--- config.mk ---
export PLATFORM = sky130hd
export DESIGN_NAME = bonus_slot_scheduler
export DESIGN_NICKNAME = d
export VERILOG_FILES = /design/src/rtl/bonus_slot_scheduler.sv
export SDC_FILE = /design/constraint.sdc
export NUM_CORES = 1
export LEC_CHECK = 0
export CAP_MARGIN = 20
export CORE_ASPECT_RATIO = 1.25
export CORE_MARGIN = 10
export CORE_UTILIZATION = 44
export CTS_CLUSTER_SIZE = 14
export DETAILED_ROUTE_END_ITERATION = 7
export GPL_TIMING_DRIVEN = 1
export PLACE_DENSITY = 0.76
export SLEW_MARGIN = 15
export SYNTH_ARGS = -nofsm -noshare
export SYNTH_HDL_FRONTEND = slang
export SYNTH_SLANG_ARGS = --single-unit
--- constraint.sdc ---
create_clock -name clk -period 3.7 [get_ports clk]
set_input_delay 1.11 -clock clk [delete_from_list [all_inputs] [get_ports clk]]
set_output_delay 1.11 -clock clk [all_outputs]
set_load 0.05 [all_outputs]
--- src/rtl/bonus_slot_scheduler.sv ---
// Queues bonus-spawn codes and launches at most one per frame into the lowest free slot; SOF -> activate in 1 cycle, busy bit 1 cycle later.
// Backpressure: reqReady drops when the 4-deep queue is full and no pop is under way; nonzero codes offered while full are dropped and flagged in overflow.
module bonus_slot_scheduler #(
  parameter int NUM_SLOTS  = 16,
  parameter int FIFO_DEPTH = 4,
  parameter int CODE_W     = 3
) (
  input  logic                               clk,
  input  logic                               reset,
  input  logic                               startOfFrame,
  input  logic                               reqValid,
  input  logic [CODE_W-1:0]                  reqCode,
  output logic                               reqReady,
  input  logic [NUM_SLOTS-1:0]               slotDone,
  input  logic                               clearAll,
  output logic [NUM_SLOTS-1:0]               activate,
  output logic [CODE_W-1:0]                  launchCode,
  output logic [NUM_SLOTS-1:0]               slotBusy,
  output logic [$clog2(FIFO_DEPTH+1)-1:0]    pendingCount,
  output logic                               overflow
);

  localparam int CNT_W = $clog2(FIFO_DEPTH + 1);
  localparam int PTR_W = $clog2(FIFO_DEPTH);
  localparam int IDX_W = $clog2(NUM_SLOTS);
  localparam logic [CNT_W-1:0] DEPTH_C = CNT_W'(FIFO_DEPTH);

  typedef enum logic [1:0] {IDLE, ARMED, LAUNCH} state_t;

  state_t               state;
  state_t               state_nxt;
  logic [CODE_W-1:0]    mem [FIFO_DEPTH];
  logic [PTR_W-1:0]     wr_ptr;
  logic [PTR_W-1:0]     rd_ptr;
  logic [NUM_SLOTS-1:0] activate_q;
  logic [CODE_W-1:0]    code_q;
  logic                 abort;
  logic                 push;
  logic                 pop;
  logic                 drop;
  logic                 launch;
  logic                 any_free;
  logic [IDX_W-1:0]     free_idx;
  logic [CNT_W-1:0]     count_nxt;
  logic [NUM_SLOTS-1:0] busy_nxt;

  assign abort     = reset || clearAll;
  assign pop       = (state == LAUNCH) && !abort;
  assign reqReady  = (pendingCount < DEPTH_C) || pop;
  assign push      = reqValid && (reqCode != '0) && reqReady && !abort;
  assign drop      = reqValid && (reqCode != '0) && !reqReady;
  assign any_free  = ~&slotBusy;
  assign launch    = (state == ARMED) && startOfFrame && any_free && !abort;
  assign count_nxt = pendingCount + CNT_W'(push) - CNT_W'(pop);
  // The slot being set was free when chosen, so set and clear never meet on one bit.
  assign busy_nxt  = (slotBusy & ~slotDone) | (pop ? activate_q : '0);

  // The launch pulse is registered, but a restart in the launch cycle must still kill it.
  assign activate   = abort ? '0 : activate_q;
  assign launchCode = abort ? '0 : code_q;

  always_comb begin
    free_idx = '0;
    for (int i = NUM_SLOTS - 1; i >= 0; i--) begin
      if (!slotBusy[i]) free_idx = IDX_W'(i);
    end
  end

  always_comb begin
    state_nxt = state;
    case (state)
      IDLE:    if (pendingCount != '0) state_nxt = ARMED;
      ARMED:   if (launch) state_nxt = LAUNCH;
      LAUNCH:  state_nxt = (count_nxt != '0) ? ARMED : IDLE;
      default: state_nxt = IDLE;
    endcase
    if (clearAll) state_nxt = IDLE;
  end

  always_ff @(posedge clk) begin
    if (reset) state <= IDLE;
    else       state <= state_nxt;
  end

  always_ff @(posedge clk) begin
    if (push) mem[wr_ptr] <= reqCode;
  end

  always_ff @(posedge clk) begin
    if (abort) begin
      wr_ptr       <= '0;
      rd_ptr       <= '0;
      pendingCount <= '0;
      slotBusy     <= '0;
      overflow     <= 1'b0;
      activate_q   <= '0;
      code_q       <= '0;
    end else begin
      if (push) wr_ptr <= wr_ptr + PTR_W'(1);
      if (pop)  rd_ptr <= rd_ptr + PTR_W'(1);
      pendingCount <= count_nxt;
      slotBusy     <= busy_nxt;
      if (drop) overflow <= 1'b1;
      activate_q <= launch ? (NUM_SLOTS'(1) << free_idx) : '0;
      code_q     <= launch ? mem[rd_ptr] : '0;
    end
  end

endmodule

**Word-level counts from Yosys, hierarchy flattened**

Memories as Yosys holds them, arrays and structs flattened. A register that Yosys moved wholly into a read port is not among the register bits.
Cells that the tools add are included.

- Bits in registers: 42
- RAM bits: 12
- Input port bits: 24
- Output and inout port bits: 40
- Logic and storage cells: 68
- Memories: 1

- Add/subtract/negate cells: 4
- Magnitude comparators: 1
- Equal/unequal tests: 4
- Shifts and indexed selects: 1
- Multiplexer cells: 25
- Bitwise logic cells: 4
- Reductions and logical operators: 21

Memory list:

| name | depth | bits a word | read ports | clocked after memory_dff | wr ports | RTL line | source |
|---|---|---|---|---|---|---|---|
| mem | 4 | 3 | 1 | 1 | 1 | 32 | `logic [CODE_W-1:0] mem [FIFO_DEPTH];` |

Operator list:

| cell | count |
|---|---|
| 2-to-1 mux 4 bit | 16 |
| 2-to-1 mux 16 bit | 2 |
| bitwise AND 16 bit | 1 |
| NOT 16 bit | 1 |
| bitwise OR 16 bit | 1 |
| AND reduction 16 bit | 1 |
| << shifter 1 x 4 -> 16 bit, first input constant | 1 |
| nonzero test 3 bit | 3 |
| logical AND 1 bit | 8 |
| one-hot mux 2 bit (3 select lines) | 1 |
| adder 2 x 1 -> 2 bit, second input constant | 2 |
| 2-to-1 mux 2 bit | 2 |
| != test 2 bit, second input constant | 2 |
| OR reduction 2 bit | 2 |
| adder 3 x 1 -> 3 bit | 1 |
| logical NOT 1 bit | 3 |
| less-than comparator 3 bit, second input constant | 1 |
| 2-to-1 mux 1 bit | 3 |
| 2-to-1 mux 3 bit | 1 |
| subtractor 3 x 1 -> 3 bit | 1 |
| == test 2 x 1 -> 1 bit, second input constant | 1 |
| == test 2 bit, second input constant | 1 |
| logical NOT 2 bit | 1 |
| logical OR 1 bit | 2 |
| 2 further kinds | 2 |

**Logic depth before layout (Yosys ltp)**

Gate-level depths: netlist of run 1.

- Depth after elaboration: 17
- Depth in mapped cells: 12
- Depth with buffers taken out: 11

**Worst setup path after synthesis of run 1**

OpenSTA, ideal clock, no wires.

- Path type: input port to output port
- From: input port clearAll
- To: output port reqReady
- Arrival: 2.565 ns
- Required time: 2.590 ns
- Setup slack: 0.025 ns
- Stages: 3
- Path buffers: 1
- Cells stage by stage: or2_1 buf_6 o21ai_0

- Word-level cells in the longest chain between the ends: 4

RTL lines:

| what | RTL line | source |
|---|---|---|
| from (decl) | 15 | `input logic clearAll,` |
| logical OR 1 bit | 47 | `assign abort = reset \|\| clearAll;` |
| logical NOT 1 bit | 48 | `assign pop = (state == LAUNCH) && !abort;` |
| logical AND 1 bit | 48 |  |
| logical OR 1 bit | 49 | `assign reqReady = (pendingCount < DEPTH_C) \|\| pop;` |
| to (decl) | 13 | `output logic reqReady,` |

Every way passes these cells.

**Worst setup path in the final report of run 1**

Ends and elaborated chain as after synthesis.

==> summary.txt, run 1 <==
Global route
  • Pin count of the biggest net entering global routing: 24
  • Number of global-route vias before repair: 2100
  • GRT overflow: 0
  • Total track usage: ~14%
  • Initial antenna violation count: 0
  • Global-route wire length before repair: just over 10000 µm

Clock network
  • CTS resizes: 0
  • H-tree depth: 3
  • CTS tree: yes
  • CTS hold repair buffers: 0
  • Clk_lat worst skew: ~0.33 ns
  • Postcts setup bufs: 0
  • Clk root buf: clkbuf_8
  • Worst-path clk slew: approximately 0.060 ns
  • Clk sinks: 57
  • Cts bufs inserted: 9
  • Clk buf depth: 2

Synth
  • Seq/Total Area, Yosys: about half
  • Number of synthesized flops with an enable pin: 12
  • Most frequent cell after synthesis: dfxtp_1
  • Top FF cell, synth: dfxtp_1
  • Synthesized area per cell: slightly above 10 µm²
  • Synth cell types: between 40 and 50
  • Main area contributors after synthesis: dfxtp_1, edfxtp_1, and2_1
  • Synth cell count leaders: dfxtp_1, nor2_1, and2_1, nor2b_1
  • Yosys top cell by area: dfxtp_1
  • Cells after Synth: between 200 and 250
  • Synth warnings: 0
  • Synth Net Count: about 280
  • Yosys reg bits: 57
  • Synthesized cell area: about 2500 µm²
  • Top cell type's share of synthesized area: a little over a third
  • Ys async rst share: 0%

Setup path
  • Worst Setup SP: clearAll
  • Crit Path Max Fanout: 5
  • Reg2Reg Setup Slack: 1.04 ns
  • Crit end category: output port
  • Reg-to-Reg Start: state[1]
  • CP arrival: roughly 2.5 ns
  • Worst path required time: between 2 and 3 ns
  • Setup CP Type: input pin to output port
  • Critical path startpoint category: input pin

Place
  • Port Buffers: 63
  • Routability cong.: approximately 0.84
  • Hpwl dp: 4630 µm
  • Placed Instances: ~370

Floorplanning
  • Std-Cell Rows: 30
  • I/O pins: 64
  • Die Ht: between 100 and 150 µm
  • Die Width: approximately 87 µm
  • Core region area: between 5000 and 6000 µm²
  • Starting Density: ~46%
  • Die area: between 9000 and 10000 µm²

STA
  • Worst Skew: 0.00668 ns
  • Slew Viols, Final: 0
  • Worst-Margin Slew: approximately 0.8 ns
  • Max Freq: 0.281 GHz
  • # setup viols final: 0
  • Final period util: between 90% and 100%
  • Max_slew headroom: roughly 44%
  • RSZ-0062 raised after global routing: no
  • Crit path time final: 3.56 ns
  • Final hold viol count: 0

Routing
  • DR vias/cell: approximately 5.2
  • Wirelength per Cell: 15.7 µm
  • Post-route ant nets: 0
  • Drc violations: 0
  • Routed wire length: around 6100 µm
  • Detailed Routing Iterations Pass 1: 4
  • Starting DRT DRC Count: between 100 and 150
  • Via Count: around 2000

Pwr
  • Clock share of power: between 50% and 60%
  • Max IR drop VDD: 0.263 mV
  • Psw: between 0.0002 and 0.0003 W
  • Switching part of the total power: approximately 18%
  • Leak: approximately 1.3 nW
  • Comb pwr share: about 3.7%
  • Pwr Density: ~380 nW/µm²
  • Power share of the sequential group: 45.9%
  • Int Pwr: between 0.001 and 0.0015 W

Job
  • MaxCap Viol Count: 0

Cells and area
  • Fin nets: 349
  • Share of post-route cells with drive strength above 1: 15.5%
  • Layout area overhead: 46.8%
  • Non-Filler Instances: about 390
  • Core Util, Final: 66.9%
  • Diode count: 0

Outcome
  • Status: completed

Min path
  • Min-Delay Path Class: register to register
  • Worst hold path startpoint: overflow
per-layer routing:
| metal | part of all wire (%) | wire [µm] | GRT usage, % | up-vias |
|---|---|---|---|---|
| met5 | 0 | 0 | 0 | - |
| met4 | 1.9 | 113 | 6.85 | 0 |
| met3 | 6.1 | 368 | 4.78 | 11 |
| met2 | 52 | 3170 | 23.9 | 54 |
| met1 | 40 | 2410 | 14.6 | 934 |
| li1 | - | - | - | 1006 |
final timing paths:
path                            endpoint  depth (start not counted)
worst max-delay path            reqReady                          5
worst min-delay path            overflow                          1
worst max register to register  state[0]                         11
worst min register to register  overflow                          1
through the flow:
step | cell area (µm²) | total power, W | setup TNS, ns | setup slack (ns) | hold slack, ns
6_report | 3640 | 0.00139 | 0 | 0.135 | 0.474
4_1_cts | 3640 | 0.00140 | 0 | 0.123 | 0.478
2_1_floorplan | 2480 | 0.000668 | 0 | 0.0246 | 0.447
3_3_place_gp | 3400 | 0.000701 | -0.0300 | -0.0300 | 0.453
3_5_place_dp | 3400 | 0.000702 | -0.0787 | -0.0787 | 0.458
5_1_grt | 3640 | 0.00143 | 0 | 0.0258 | 0.500
kinds of logic (layout without fill, tap and decap cells):
family                   Yosys count  after routing  synth area share [%]
multiplexers                       4              4                  3.12
AND/OR/NAND/NOR                  117            117                  25.5
flip-flops                        57             57                  50.8
adder cells (fa/ha/maj)            7              7                  3.83
XOR/XNOR                           5              5                  1.76
AO/OA/AOI/OAI                     38             38                  11.9
buffers and inverters             18             95                  3.07
critical path: stages:
cell             delay, ns
clkdlybuf4s50_1       0.41
or2_1                 0.27
buf_4                 0.16
o21ai_0               0.30
buf_12                0.19
power by group through the flow:
stage	logic (W)	registers, W	clock network [W]
finish	0.0000509	0.000637	0.000699
global route	0.0000554	0.000637	0.000734
CTS	0.0000518	0.000637	0.000713
detailed placement	0.0000512	0.000651	0
global placement	0.0000505	0.000651	0
floorplan	0.0000161	0.000652	0
final cells by class:
| cell class | count | area [µm²] |
|---|---|---|
| clock inverters | 5 | 103 |
| flip-flops and latches | 57 | 1260 |
| well taps | 64 | 80.1 |
| multi-input cells | 171 | 1140 |
| clock buffers | 11 | 141 |
| repair buffers | 69 | 876 |
| fillers | 417 | 1800 |
| inverters | 10 | 37.5 |
registers in the layout, indices dropped and copies added, names as in the netlist:
name and cells:
state 2, activate_q 16, rd_ptr 2, wr_ptr 2
pendingCount 3, slotBusy 16, code_q 3, mem 12
overflow 1
layout by cell type (no fill, tap or decap), types with 2 or more instances in the layout:
| cell type | n |
|---|---|
| nor2_1 | 29 |
| clkdlybuf4s50_1 | 43 |
| clkbuf_8 | 10 |
| dfxtp_1 | 45 |
| a21oi_1 | 15 |
| bufinv_16 | 3 |
| buf_12 | 20 |
| inv_1 | 10 |
| a2bb2oi_1 | 3 |
| xnor2_1 | 4 |
| nand2b_1 | 3 |
| nor3_1 | 8 |
| buf_4 | 6 |
| nand2_1 | 15 |
| and2b_1 | 2 |
| a2111oi_2 | 3 |
| nor4_1 | 6 |
| edfxtp_1 | 12 |
| nand4_1 | 4 |
| mux4_2 | 3 |
| o21ai_0 | 2 |
| and2_1 | 26 |
| ha_1 | 6 |
| nor2b_1 | 17 |
No activity file was read; power rests on OpenSTA's default activity.
==> inputs of run 2 (changes only) <==
--- a/config.mk
+++ b/config.mk
@@ -17,3 +17,4 @@
 export SYNTH_ARGS = -nofsm -noshare
 export SYNTH_HDL_FRONTEND = slang
 export SYNTH_SLANG_ARGS = --single-unit
+export TNS_END_PERCENT = 50
==> results of run 2 <==
No change in the layout: final DEF, timing and power equal those of run 1.
